==> src/rtl/gray_ptr_xdom.sv <==
// gray_ptr_xdom
// Gray-code pointer block for clock-domain crossings.
// Local side: an up/down/loadable binary counter that carries a registered
// Gray copy. The Gray copy is updated in the same cycle as the binary value,
// so another domain can sample it safely.
// Remote side: synchronises a Gray pointer from another domain and decodes
// it to binary. It also flags any multi-bit step between consecutive
// synchronised samples.

module gray_ptr_xdom #(
  parameter int SZ_DATA     = 4,
  parameter int SYNC_STAGES = 2,
  parameter int DECODE_PIPE = 0
) (
  input  logic               clk,
  input  logic               rst,
  input  logic               en,
  input  logic               dir,
  input  logic               load,
  input  logic [SZ_DATA-1:0] load_bin,
  output logic [SZ_DATA-1:0] cnt_bin,
  output logic [SZ_DATA-1:0] cnt_gray,
  output logic               wrap,
  input  logic [SZ_DATA-1:0] remote_gray,
  output logic [SZ_DATA-1:0] remote_bin,
  output logic               remote_valid,
  output logic               remote_err
);

  // Number of edges after reset release before the remote history is real
  // data. The last sync stage must be filled, then the history register
  // must capture that value, then the optional decode register must load.
  localparam int FILL = SYNC_STAGES + 1 + DECODE_PIPE;
  localparam int FW   = $clog2(FILL + 1);

  // Binary-to-Gray conversion.
  function automatic logic [SZ_DATA-1:0] to_gray(input logic [SZ_DATA-1:0] b);
    return b ^ (b >> 1);
  endfunction

  // Gray-to-binary conversion. Each binary bit is the XOR of every Gray bit
  // at or above its position.
  function automatic logic [SZ_DATA-1:0] from_gray(input logic [SZ_DATA-1:0] g);
    logic [SZ_DATA-1:0] b;
    b[SZ_DATA-1] = g[SZ_DATA-1];
    for (int n = SZ_DATA - 2; n >= 0; n--) begin
      b[n] = g[n] ^ b[n+1];
    end
    return b;
  endfunction

  // ---------------------------------------------------------------------
  // Local counter
  // ---------------------------------------------------------------------

  logic [SZ_DATA-1:0] cnt_next;
  logic               wrap_next;

  // Next-count selection. Load has priority over enable. The wrap flag
  // marks a step that crosses the modulus boundary in either direction.
  always_comb begin
    cnt_next  = cnt_bin;
    wrap_next = 1'b0;
    if (load) begin
      cnt_next = load_bin;
    end else if (en) begin
      if (dir) begin
        cnt_next  = cnt_bin + SZ_DATA'(1);
        wrap_next = (cnt_bin == {SZ_DATA{1'b1}});
      end else begin
        cnt_next  = cnt_bin - SZ_DATA'(1);
        wrap_next = (cnt_bin == '0);
      end
    end
  end

  // Register the binary and Gray forms together. The Gray form is derived
  // from the next value, so it never lags the binary form by a cycle.
  always_ff @(posedge clk or posedge rst) begin
    if (rst) begin
      cnt_bin  <= '0;
      cnt_gray <= '0;
      wrap     <= 1'b0;
    end else begin
      cnt_bin  <= cnt_next;
      cnt_gray <= to_gray(cnt_next);
      wrap     <= wrap_next;
    end
  end

  // ---------------------------------------------------------------------
  // Remote pointer path
  // ---------------------------------------------------------------------

  logic [SZ_DATA-1:0] sync_q [SYNC_STAGES];
  logic [SZ_DATA-1:0] s;
  logic [SZ_DATA-1:0] h;
  logic [SZ_DATA-1:0] s_bin;
  logic [SZ_DATA-1:0] diff;
  logic               err_raw;
  logic               err_aligned;
  logic [FW-1:0]      fill_cnt;

  // Synchroniser chain for the asynchronous Gray pointer.
  always_ff @(posedge clk or posedge rst) begin
    if (rst) begin
      for (int i = 0; i < SYNC_STAGES; i++) begin
        sync_q[i] <= '0;
      end
    end else begin
      sync_q[0] <= remote_gray;
      for (int i = 1; i < SYNC_STAGES; i++) begin
        sync_q[i] <= sync_q[i-1];
      end
    end
  end

  assign s = sync_q[SYNC_STAGES-1];

  // Previous synchronised sample, used to detect illegal multi-bit steps.
  always_ff @(posedge clk or posedge rst) begin
    if (rst) begin
      h <= '0;
    end else begin
      h <= s;
    end
  end

  // A legal Gray step changes at most one bit. Clearing the lowest set bit
  // of the difference leaves a nonzero value only when two or more bits
  // changed.
  always_comb begin
    s_bin   = from_gray(s);
    diff    = s ^ h;
    err_raw = (diff & (diff - SZ_DATA'(1))) != '0;
  end

  generate
    if (DECODE_PIPE == 0) begin : g_decode_comb
      assign remote_bin  = s_bin;
      assign err_aligned = err_raw;
    end else begin : g_decode_pipe
      logic [SZ_DATA-1:0] bin_q;
      logic               err_q;

      // Extra output register on the decoded value. The error flag is
      // delayed by the same amount so it stays aligned with remote_bin.
      always_ff @(posedge clk or posedge rst) begin
        if (rst) begin
          bin_q <= '0;
          err_q <= 1'b0;
        end else begin
          bin_q <= s_bin;
          err_q <= err_raw;
        end
      end

      assign remote_bin  = bin_q;
      assign err_aligned = err_q;
    end
  endgenerate

  // Fill counter. It holds remote_valid low until the synchroniser, the
  // history register and the decode register all carry post-reset data.
  // Without it, a nonzero remote pointer at reset release would look like
  // an illegal jump from zero.
  always_ff @(posedge clk or posedge rst) begin
    if (rst) begin
      fill_cnt     <= '0;
      remote_valid <= 1'b0;
    end else if (!remote_valid) begin
      fill_cnt <= fill_cnt + FW'(1);
      if (fill_cnt == FW'(FILL - 1)) begin
        remote_valid <= 1'b1;
      end
    end
  end

  assign remote_err = err_aligned & remote_valid;

endmodule

==> config.mk <==
export PLATFORM = sky130hd
export DESIGN_NAME = gray_ptr_xdom
export DESIGN_NICKNAME = d
export VERILOG_FILES = /design/src/rtl/gray_ptr_xdom.sv
export SDC_FILE = /design/constraint.sdc
export NUM_CORES = 1
export LEC_CHECK = 0
export BUFFER_PORTS_ARGS = -buffer_cell sky130_fd_sc_hd__buf_2
export CORE_MARGIN = 5
export CORE_UTILIZATION = 30
export CTS_BUF_LIST = sky130_fd_sc_hd__clkbuf_16
export CTS_CLUSTER_DIAMETER = 150
export DETAILED_ROUTE_END_ITERATION = 10
export HOLD_SLACK_MARGIN = 0.12
export MAX_ROUTING_LAYER = met4
export PLACE_DENSITY = 0.57
export SYNTH_ARGS = -nofsm -noshare
export SYNTH_HDL_FRONTEND = slang
export SYNTH_SLANG_ARGS = --single-unit
export TNS_END_PERCENT = 50
==> constraint.sdc <==
create_clock -name clk -period 2.9 [get_ports clk]
set_clock_uncertainty 0.15 [all_clocks]
set_input_delay 0.58 -clock clk [delete_from_list [all_inputs] [get_ports clk]]
set_output_delay 0.58 -clock clk [all_outputs]
set_load 0.01 [all_outputs]
* Word-level counts from Yosys, hierarchy flattened
Cells that the tools add are included.
Storage, ports and cells: register bits 24, input bits 13, output and inout port bits 15
Operators by class: add/subtract/negate cells 4, equal/unequal tests 2, multiplexer cells 8, bitwise logic cells 7, reduce and logical (&&, ||, !) cells 2
Operator list (count):
- $mux 4 | 3
- $sub 4x1->4 const B | 2
- $mux 1 | 5
- $add 4x1->4 const B | 1
- $and 4x4->4 | 1
- $eq 4x4->1 const B | 1
- $logic_not 4->1 | 1
- $reduce_bool 4->1 | 1
- $xor 4x3->4 | 1
- $xor 4x4->4 | 1
- $xor 1x1->1 | 3
- $add 2x1->2 const B | 1
- $eq 2x2->1 const B | 1
- $and 1x1->1 | 1

* Longest topological paths before layout
Gate-level depths: netlist of the first run.
depth in word-level cells 5, mapped depth 6, gate-level depth less buffers 6

* Least setup slack after synthesis of the first run
Ideal clock, no wire load.
path type register to output, start register sync_q (netlist bit s[3]), end output port remote_bin[0], arrival time 1.308 ns, slack 0.862 ns, cell stages (with the launch flop) 4, path buffers 0, cells stage by stage dfrtp_1 xor2_1 xor2_1 xor2_1
On the way: longest elaborated chain between the ends 3
Ends and longest elaborated chain:
- start: declaration | line 95 | logic [SZ_DATA-1:0] sync_q [SYNC_STAGES];
- start signal: indexed assignment | line 113 | sync_q[i] <= sync_q[i-1];
- $xor 1x1->1 | line 47 | b[n] = g[n] ^ b[n+1];
- net remote_bin[2] | line 25 | output logic [SZ_DATA-1:0] remote_bin,
- $xor 1x1->1 | line 47
- net remote_bin[1] | line 25
- $xor 1x1->1 | line 47
- end: declaration | line 25
The timed path passes the listed nets, and every way through them passes these cells.

* Worst setup path after layout of the first run
start register sync_q (netlist bit s[0]), end output port remote_err
On the way: longest elaborated chain between the ends 5
Ends and longest elaborated chain:
- $xor 4x4->4 * | line 134 | diff = s ^ h;
- $sub 4x1->4 | line 135 | err_raw = (diff & (diff - SZ_DATA'(1))) != '0;
- $and 4x4->4 * | line 135
- $reduce_bool 4->1 * | line 135
- $and 1x1->1 * | line 179 | assign remote_err = err_aligned & remote_valid;
- end: declaration | line 27 | output logic remote_err
Every way passes the cells marked *; elsewhere a longest branch is shown, timed or not.

==> results.txt, run 1 <==
The flow ran to the end, and the final reports show no timing, DRC or antenna violations. Entering global routing, the biggest net connects 24 pins. Gate count after technology mapping: 76.

TritonCTS built the clock tree. The fraction of the core area covered by cells at the end of the flow was 0.393; the max-slew violation total from the final report was 0. The most critical setup path has its endpoint at remote_err. The run gives 0 as the number of hold violations in the final report. Before antenna repair, the detailed router went through 2 iterations. The number of fillers in the final layout is 320. The routed layout has 645 vias. The logs give 1 for the number of H-tree levels and 28 for the number of primary I/O pins. The tools report the final setup violation count as 0. The signal on the critical path passes through xnor2_1, a31oi_1, o31a_1, buf_2. The period utilization was 0.784; the total global routing track utilization was 0.0920. In this run the power density over the cells is 669 nW/um^2. Post-CTS timing repair inserted 0 buffers for setup. Count of port buffers added during placement: 27. In this run the register-to-register setup slack is 1.04 ns. The worst hold slack is 0.199 ns.

The worst register-to-register path begins at cnt_bin[2]. Horizontal die dimension: 66.7 um. In this run the core area contains 20 standard-cell rows. The share of layout cells above drive strength 1 is 0.308, and the clock transition at the register clock pins on the worst setup and hold paths after CTS is 0.06 ns. The overall power of the completed layout came out at 0.810 mW. Summed over all layers, the global routing overflow is 0.

For this design the static power due to leakage is 0.584 nW. Summing every instance area after synthesis gives 965 um^2. At the end of the flow, the number of nets in the layout was 122.

Across the run, the number of max-cap violations was 0. For the first-pass GRT wire length, the log shows 2.99 mm. Y dimension of the die: 66.7 um. The combined flip-flop and latch cell area is 576 um^2.

The share of Yosys cell area claimed by the top area cell type is 0.597, and the largest buffer count on any clock path is 2. STA classifies the critical path startpoint as a flop. The netlist uses 24 different library cells. The data arrival time of the worst path was 1.54 ns. STA classifies the critical path endpoint as a primary output. The run gives 684 as the via count of the first global-routing pass. The clock net sink count was 23. Relative to the synthesized area, the layout overhead comes to 25.6%. The mean number of vias per cell came out at 4.36. The critical path in this run is classified as reg -> out.

The clock latency at the later pin of the worst-skew pair is 0.25 ns. In this run the critical register-to-register path is captured at cnt_gray[2]. The initial cell density of the core was 0.313; the headroom to the max-slew limit was 0.455. The sequential element share of the synthesized area is 0.597, and the shortest clock period the worst path allows after layout is 2.27 ns.

The transition time at the pin with the least slew margin was 0.816 ns. After the first detailed-routing iteration, the DRC count stood at 3. The initial antenna violation count came out at 0.

The tree is rooted in a sky130_fd_sc_hd__clkbuf_16. The worst stage delay on the critical path was 0.41 ns; the post-synthesis net count was 93. The run gives 3 as the TritonCTS buffer count. The remaining number of nets flagged by the antenna check after routing is 0. The core area was 3080 um^2.

A synthesized cell averages 12.7 um^2. For the final estimated routing congestion in global placement, the log shows 0.803. Setup repair after global routing left no endpoint under its margin. For the worst setup path, the data required time is 2.17 ns. The path depth of the worst reg2reg path works out to 5. Based on the critical path, the design can be clocked at up to 0.440 GHz.

The run gives 1.70 mm as the routed wire length. Along the worst path, the maximum fanout reaches 3. The wire-length estimate of the detail-placed layout is 1.33 mm. The tools report the area of the die as 4450 um^2. The tightest min-delay check is of the reg -> reg type. The count of unresolved DRC violations after routing is 0.

In this run, synthesis produced a sequential element count of 23. The antenna diode instance count was 0; the area of the multi-input gates was 352 um^2. For this run, the number of Yosys warnings is 0. The number of hold-repair buffers added at the cts stage came out at 0. After synthesis, the cell types taking the most area are sky130_fd_sc_hd__dfrtp_1 (60%), sky130_fd_sc_hd__xnor2_1 (8.2%), sky130_fd_sc_hd__xor2_1 (4.5%), sky130_fd_sc_hd__ha_1 (3.9%), sky130_fd_sc_hd__buf_4 (2.3%). The peak ir drop on the vdd network is 0.000201 V.

For this design, the slowest cell found on the critical path is sky130_fd_sc_hd__dfrtp_1. After detailed routing, the average wire length per cell comes to 11.5 um. The most critical setup path has its startpoint at s[0]. Summed over all failing endpoints, the final setup total negative slack is 0 ns.

Summed over all instances, the cell type with the most area after synthesis is sky130_fd_sc_hd__dfrtp_1. For the number of gates resized after CTS, the log shows 0.
-- cell usage in the layout, fill, tap and decap left out --
master | netlist | routed
sky130_fd_sc_hd__nand2_1 | 3 | 3
sky130_fd_sc_hd__clkbuf_16 | 0 | 3
sky130_fd_sc_hd__a211oi_1 | 1 | 1
sky130_fd_sc_hd__ha_1 | 3 | 3
sky130_fd_sc_hd__or2b_1 | 1 | 1
sky130_fd_sc_hd__inv_1 | 4 | 5
sky130_fd_sc_hd__nor2_1 | 5 | 5
sky130_fd_sc_hd__dfrtp_1 | 23 | 23
sky130_fd_sc_hd__or3_4 | 1 | 1
sky130_fd_sc_hd__or4_1 | 1 | 1
sky130_fd_sc_hd__buf_2 | 0 | 27
sky130_fd_sc_hd__and3_1 | 1 | 1
sky130_fd_sc_hd__and4b_1 | 1 | 1
sky130_fd_sc_hd__a22o_1 | 1 | 1
sky130_fd_sc_hd__xor2_1 | 5 | 5
sky130_fd_sc_hd__a21oi_1 | 3 | 3
sky130_fd_sc_hd__o31a_1 | 1 | 1
sky130_fd_sc_hd__or2_2 | 1 | 1
sky130_fd_sc_hd__mux2i_1 | 2 | 2
sky130_fd_sc_hd__a31oi_1 | 2 | 2
sky130_fd_sc_hd__o21ai_1 | 1 | 1
sky130_fd_sc_hd__nand3_1 | 1 | 1
sky130_fd_sc_hd__fa_1 | 1 | 1
sky130_fd_sc_hd__o21ai_0 | 2 | 2
sky130_fd_sc_hd__xnor2_1 | 9 | 9
-- how the worst min path moves through the flow --
stage	start	to	slack [ns]	cells past startpoint
floorplan	sync_q[4]	s[0]	0.18	0
global placement	sync_q[7]	s[3]	0.18	0
detailed placement	sync_q[6]	s[2]	0.19	0
CTS	sync_q[5]	s[1]	0.21	0
global route	sync_q[4]	s[0]	0.21	0
finish	sync_q[4]	s[0]	0.20	0
-- state kept, by name (all words and copies together) (netlist names) --
register / count
sync_q: 4
remote_valid: 1
h: 4
cnt_bin: 4
s: 4
fill_cnt: 2
wrap: 1
cnt_gray: 3
-- worst max-delay path, delay by kind of cell (launching register included) --
kind / cells / cell delay (ns)
DFF: 1 / 0.41
AOI/OAI and AO/OA: 2 / 0.44
buffers and inverters: 1 / 0.14
xor gates and xnor gates: 1 / 0.30
-- cells in the mapped netlist, drive strengths merged --
library cell / n
or4: 1
o21ai: 3
nand2: 3
nand3: 1
fa: 1
a22o: 1
inv: 4
xnor2: 9
dfrtp: 23
mux2i: 2
xor2: 5
o31a: 1
buf: 3
a31oi: 2
a21oi: 3
nor2: 5
and4b: 1
or3: 1
and3: 1
or2b: 1
ha: 3
or2: 1
a211oi: 1
-- cell type report --
class	count	share of cell area
timing repair buffer	27	0.112
sequential	23	0.475
inverter	4	0.0124
clock buffer	3	0.0620
multi-input combinational	46	0.290
clock inverter	1	0.00310
tap	44	0.0455
-- where the power goes --
group / internal, mW / leakage [nW] / switching (mW)
combinational: 0.0699 / 0.278 / 0.0799
sequential: 0.352 / 0.263 / 0.0232
clock: 0.184 / 0.0423 / 0.102
-- kinds of logic after synthesis --
| group | count (synthesis) | synth area share |
|---|---|---|
| simple gates | 15 | 0.0869 |
| flops | 23 | 0.597 |
| compound gates | 11 | 0.0700 |
| xor+xnor | 14 | 0.127 |
| fa+ha+maj | 4 | 0.0597 |
| buf+inv | 7 | 0.0389 |
| mux | 2 | 0.0208 |
-- per-stage QoR --
| step | area, um^2 | worst slack, ns | std cells |
|---|---|---|---|
| global placement | 1130 | 0.718 | 144 |
| finish | 1210 | 0.625 | 148 |
| detailed placement | 1130 | 0.656 | 144 |
| floorplan | 965 | 0.862 | 76 |
| global route | 1210 | 0.552 | 148 |
| CTS | 1210 | 0.601 | 148 |
-- routing by layer --
layer / vias to the layer above / share of wire / track usage
li1: 309 / - / -
met1: 306 / 0.44 / 0.105
met2: 25 / 0.47 / 0.149
met3: 5 / 0.064 / 0.0202
met4: 0 / 0.024 / 0.0533
met5: - / 0 / -
Note: power is estimated with default switching activity, not from simulation.
==> inputs of run 2 (changes only) <==
- PLACE_DENSITY: 0.57 -> 0.59
- clock period: 2.9 -> 1.8 ns (I/O delays scaled with it)
==> run 2 against run 1 <==
Register-to-register slack lost 0.98 ns. Global-route usage grew 0.090 points. Final area grew 18%. Final cell count grew 11%. Critical path depth is the same. Critical endpoint is now remote_bin[0]. The flow now finishes with violations (negative setup slack). Die area is the same. First-iteration DRC count grew to 3.3 times the previous value.
==> results.txt, run 2 (synthesis gave the netlist of run 1 again) <==
Among all stages on the critical path, the largest delay is contributed by sky130_fd_sc_hd__dfrtp_2. Dividing the detail-routed via count by the number of cells gives 4.19. The tools report the origin of the worst setup path as s[3]. The headroom to the max-slew limit was 0.804. Detailed placement ended at an HPWL of 1.32 mm. For this design the total switching power over the nets is 0.344 mW. The run gives 290 as the number of fillers in the final layout.

The period utilization is 1.08. Summing over every cut layer, the via total after detailed routing is 692. The floorplan step set the die height to 66.7 um. The class of the most critical setup path was reg -> out. Worst hold path startpoint: sync_q[4]. The most numerous cell type found on the critical path is sky130_fd_sc_hd__xor2_1. The max-slew violation total from the final report is 0. STA classifies the critical path startpoint as a flop. After floorplanning, the core was divided into 20 placement rows. The first-pass GRT wire length is 3.05 mm. The worst stage delay on the critical path was 0.44 ns.

For the remaining number of nets flagged by the antenna check after routing, the log shows 0. The transition time at the pin with the least slew margin was 0.291 ns. Cell internal power was estimated by the tool at 1.04 mW. Area of the die: 4450 um^2. In the layout the commonest cells are sky130_fd_sc_hd__buf_2 (26), sky130_fd_sc_hd__dfrtp_1 (20), sky130_fd_sc_hd__buf_4 (12). STA puts the critical path data arrival time at 1.44 ns. Shortest clock period the worst path allows after layout: 1.95 ns. The count of port buffers added during placement was 27.

At the placement stage, the worst setup path has a slack of -0.172 ns. The final worst slack came out at -0.146 ns. For the final estimated routing congestion in global placement, the log shows 0.826.

IR analysis of the VDD net gives a maximum drop of 0.000333 V. The signal on the critical path passes through xor2_2, xor2_1, xor2_1, buf_2. The pre-antenna-repair detailed-routing pass consisted of 4 iterations. The clock reaches the later pin of the worst-skew pair after 0.25 ns. Total power density per cell area: 972 nW/um^2. From left edge to right edge, the die measures 66.7 um. Adding up every negative setup slack in the final design gives -0.333 ns. The proportion of power drawn by the clock network came out at 0.326. The final setup violation count was 3; the number of DRC markers in iteration 0 was 10. The logs give 1 for the number of H-tree levels and 0 for the count of unresolved DRC violations after routing.

The endpoint kind of the worst setup timing path is a primary output. The tools report the total global routing track utilization as 0.0929. Setup repair after global routing could not meet its margin everywhere.

The final cell count without fillers is 165, and the number of primary I/O pins is 28. The initial antenna violation count was 0. Proportion of total power due to net switching: 0.248. The reg-to-reg critical path startpoint was cnt_bin[1]. The flow ran to the end, but the final reports show violations. The run gives 1210 um^2 as the placed cell area. For the overall power of the completed layout, the log shows 1.39 mW. For flop-to-flop paths, the worst setup slack is 0.06 ns. Leaving out fill and tap cells, the most frequent cell in the layout is sky130_fd_sc_hd__buf_2. For this run, the top clock speed supported by timing is 0.514 GHz. For the number of placed instances with taps included, the log shows 153. For the routed wire length, the log shows 1.81 mm. The final reports fail on negative setup slack. The clock transition at the register clock pins on the worst setup and hold paths after CTS was 0.05 ns. In this run the standard cell core region covers 3080 um^2. After routing the design area is 1430 um^2. The final-stage net count was 139.

The logs give 0.240 for the combinational share of power and 2 for the largest buffer count on any clock path. The tree is rooted in a sky130_fd_sc_hd__clkbuf_16. The initial cell density of the core came out at 0.313. In this run the worst path has a maximum fanout of 4. In this run the worst hold path is classified as reg -> reg. The share of layout cells above drive strength 1 is 0.463, and the antenna diode instance count is 0. The run gives 3 as the TritonCTS buffer count. Dividing the detail-routed wire length by the instance count gives 10.9 um. Summed over all cells, the static leakage comes to 0.680 nW. Max-cap violation count: 0. Across all hold checks on the routed design, the worst slack comes to 0.200 ns. The area growth from synthesis to layout is 48.0%.

The number of hold violations in the final report is 0. For the worst setup path, the data required time is 1.29 ns. The run gives 0.435 as the proportion of power drawn by flip-flops and latches. TritonCTS built the clock tree. The clock net sink count was 23; the via count of the first global-routing pass was 727. Entering global routing, the biggest net connects 24 pins. The tools report the fraction of the core area covered by cells at the end of the flow as 0.464. The final global-route overflow total was 0. The count of buffering cells on the critical path with inverters included was 1. The family with the most delay on the worst path is XOR/XNOR gates.
## run 2: cell type report
cell class	count	area (um^2)	area share
clock buffers	3	75.1	0.0526
multi-input cells	46	418	0.293
repair buffers	44	282	0.197
inverters	4	15.0	0.0105
clock inverters	1	3.75	0.00263
well taps	44	55.1	0.0386
flip-flops and latches	23	579	0.406
## run 2: worst paths after layout
kind                                       to  cells past startpoint
worst max-delay path            remote_bin[0]                      4
worst min-delay path                     s[0]                      0
worst max register to register    cnt_gray[2]                      5
worst min register to register           s[0]                      0
max in group asynchronous                s[3]                      4
min in group asynchronous           sync_q[4]                      4
## run 2: timing repair
| item | in CTS | in global routing |
|---|---|---|
| buffers inserted | 1 | 2 |
| gates resized for setup | 5 | 8 |
| pin swaps | 4 | 3 |
| endpoints found under the hold margin | 27 | 0 |
| setup endpoints to repair | 2 | 5 |
| hold buffers | 5 | 0 |
## run 2: power groups by stage
stage          logic, mW  clock network (mW)  registers, mW
2_1_floorplan      0.142                   0          0.625
3_3_place_gp       0.286                   0          0.605
3_5_place_dp       0.290                   0          0.604
4_1_cts            0.305               0.465          0.599
5_1_grt            0.369               0.489          0.608
6_report           0.332               0.452          0.603
## run 2: metal layers
metal | part of all wire | global-route usage | vias to the layer above
met3 | 0.048 | 0.0202 | 2
met1 | 0.43 | 0.112 | 331
met5 | 0 | - | -
met2 | 0.51 | 0.147 | 19
met4 | 0.0061 | 0.0457 | 0
li1 | - | - | 340
==> inputs of run 3 (changes only) <==
- PLACE_DENSITY: 0.59 -> 0.51
==> run 3 against run 2 <==
The flow still finishes with violations (negative setup slack). Fmax grew 1.5%. Routed wire length decreased by 8.4%. Sequential power decreased by 2%. First-iteration DRC count is the same. Clock-buffer cell count is the same. Critical path type unchanged. Highest routed layer unchanged.
==> results.txt, run 3 (synthesis gave the netlist of run 1 again) <==
For the core area, the log shows 3080 um^2. The completed layout was analyzed and its total power is 1.37 mW. The period utilization is 1.07, and the required time of the critical path is 1.29 ns. The routed wire length was 1.65 mm; the max-cap violation count was 0. The run gives 2 as the largest buffer count on any clock path. The cell family contributing the most delay on the critical path is XOR/XNOR gates. The cell seen most often among critical-path stages was sky130_fd_sc_hd__xor2_1. The final-stage net count came out at 137. The max-slew violation total from the final report was 0; the y dimension of the die was 66.7 um. The later pin in the worst-skew pair is clocked with a latency of 0.25 ns. After detailed routing, the number of remaining DRC violations is 0.

The final worst slack came out at -0.118 ns. Horizontal die dimension: 66.7 um. The total global routing track utilization is 0.0901, and the fraction of the core area covered by cells at the end of the flow is 0.446. Pin count of the biggest net entering global routing: 24. The run gives 10 as the number of DRC markers in iteration 0. Walking the worst path, the cells encountered are xor2_2, xor2_1, xor2_1, buf_2.

The placed instances occupy a cell area of 1210 um^2. The TritonCTS buffer count was 3. The clock net sink count is 23. TritonCTS built the clock tree. The final setup violation count is 3, and the path depth of the worst reg2reg path is 5.

For the number of H-tree levels, the log shows 1. The largest single stage delay on the critical path is 0.43 ns. After legalization and detailed placement, the total HPWL measured 1.31 mm. The depth of the worst hold-timing path is 0. In this run the worst path has a maximum fanout of 3. Kind of path behind the tightest hold check: reg -> reg.

The mean number of vias per cell was 4.14. Kind of start point of the critical path: a flop. The setup path with the least slack is of type reg -> out. Global routing finished with a remaining overflow of 0.

The via count of the first global-routing pass is 703, and the synthesis-to-layout area growth is 42.2%. Clock transition at the register clock pins on the worst setup and hold paths after CTS: 0.06 ns. The analysis attributes to cell leakage a power of 0.661 nW. At the pin with the least slew margin, the transition time is 0.285 ns. The worst register-to-register path has a setup slack of 0.01 ns. The shortest clock period the worst path allows after layout came out at 1.92 ns. The share of layout cells above drive strength 1 came out at 0.403. The critical path runs through a total of 4 cells. For the number of hold violations in the final report, the log shows 0.

The data arrival time of the worst path is 1.41 ns, and the area of the die is 4450 um^2. The final reports fail on negative setup slack. The logs give 3 for the number of iterations in the first detailed-routing pass and 0 for the antenna diode instance count.

The routed layout has 675 vias. The count of buffering cells on the critical path with inverters included is 1. The floorplan has 20 rows. Remaining number of nets flagged by the antenna check after routing: 0.

For this design, the slowest cell found on the critical path is sky130_fd_sc_hd__dfrtp_2. Commonest non-fill, non-tap cell in the layout: sky130_fd_sc_hd__buf_2. The tools report the endpoint kind of the worst setup timing path as a primary output. Across the VDD grid, the largest voltage drop is 0.000632 V. The congestion estimate from routability-driven global placement came to 0.856.

The tree is rooted in a sky130_fd_sc_hd__clkbuf_16. Pin placement for this block handled 28 I/O pins. Setup repair after global routing could not meet its margin everywhere. Leaving out fill and tap cells, the most frequent cells in the layout are sky130_fd_sc_hd__buf_2 (26), sky130_fd_sc_hd__dfrtp_1 (21), sky130_fd_sc_hd__buf_4 (10). The finished cells cover 1370 um^2. The run finished, with violations left. After detailed routing, the average wire length per cell comes to 10.1 um. Derived from the worst setup path, the maximum achievable clock frequency is 0.521 GHz. The initial antenna violation count came out at 0. In this run the power density over the cells is 999 nW/um^2.

Buffers placed on the I/O ports in this run total 27. The run gives 0.313 as the initial cell density of the core. The tools report the headroom to the max-slew limit as 0.808.

First-pass GRT wire length: 3.01 mm.
==> run 3: cell count changes in the layout (fill, tap and decap cells not counted), sizes merged <==
| cell | before | now |
|---|---|---|
| inv | 5 | 4 |
| buf | 39 | 37 |
| clkinvlp | 0 | 1 |
==> run 3: final cells by class <==
type	count	area, um^2
multi-input cells	46	374
repair buffers	42	267
fillers	296	1710
well taps	44	55.1
clock buffers	3	75.1
clock inverters	1	7.51
flip-flops and latches	23	578
inverters	4	15.0
==> run 3: report_power, final <==
| group | total (mW) | switching, mW | internal (mW) |
|---|---|---|---|
| combinational | 0.308 | 0.147 | 0.162 |
| clock | 0.469 | 0.169 | 0.300 |
| sequential | 0.593 | 0.0267 | 0.567 |
| total | 1.37 | 0.342 | 1.03 |
==> run 3: routing by layer <==
layer  GRT usage  routed length, um  vias up
met3      0.0337                 82        2
met5           -                  0        -
met1       0.111                722      322
li1            -                  -      338
met2       0.140                823       13
met4      0.0228                 24        0
==> run 3: per-stage QoR <==
| step | instances | hold slack, ns | TNS [ns] | worst slack, ns |
|---|---|---|---|---|
| after global routing | 163 | 0.213 | -0.603 | -0.215 |
| after floorplan | 76 | 0.181 | -0.000425 | -0.000425 |
| final | 163 | 0.200 | -0.272 | -0.118 |
| after global placement | 153 | 0.182 | -0.211 | -0.122 |
| after CTS | 163 | 0.199 | -0.337 | -0.143 |
| after detailed placement | 153 | 0.186 | -0.291 | -0.165 |
==> run 3: path summary, 6_finish.rpt <==
path	startpoint	endpoint
min in group asynchronous	rst	cnt_bin[2]
worst max register to register	cnt_bin[2]	cnt_gray[2]
worst min-delay path	sync_q[6]	s[2]
worst min register to register	sync_q[6]	s[2]
max in group asynchronous	rst	s[3]
worst max-delay path	s[2]	remote_bin[0]
==> run 3: what timing repair did <==
action                                  4_1_cts  5_1_grt
pin swaps                                     5        1
endpoints found under the hold margin        27        0
buffers inserted                              1        0
endpoints found under the setup margin        3        4
gates resized for setup                       4        2
hold buffers                                  5        0
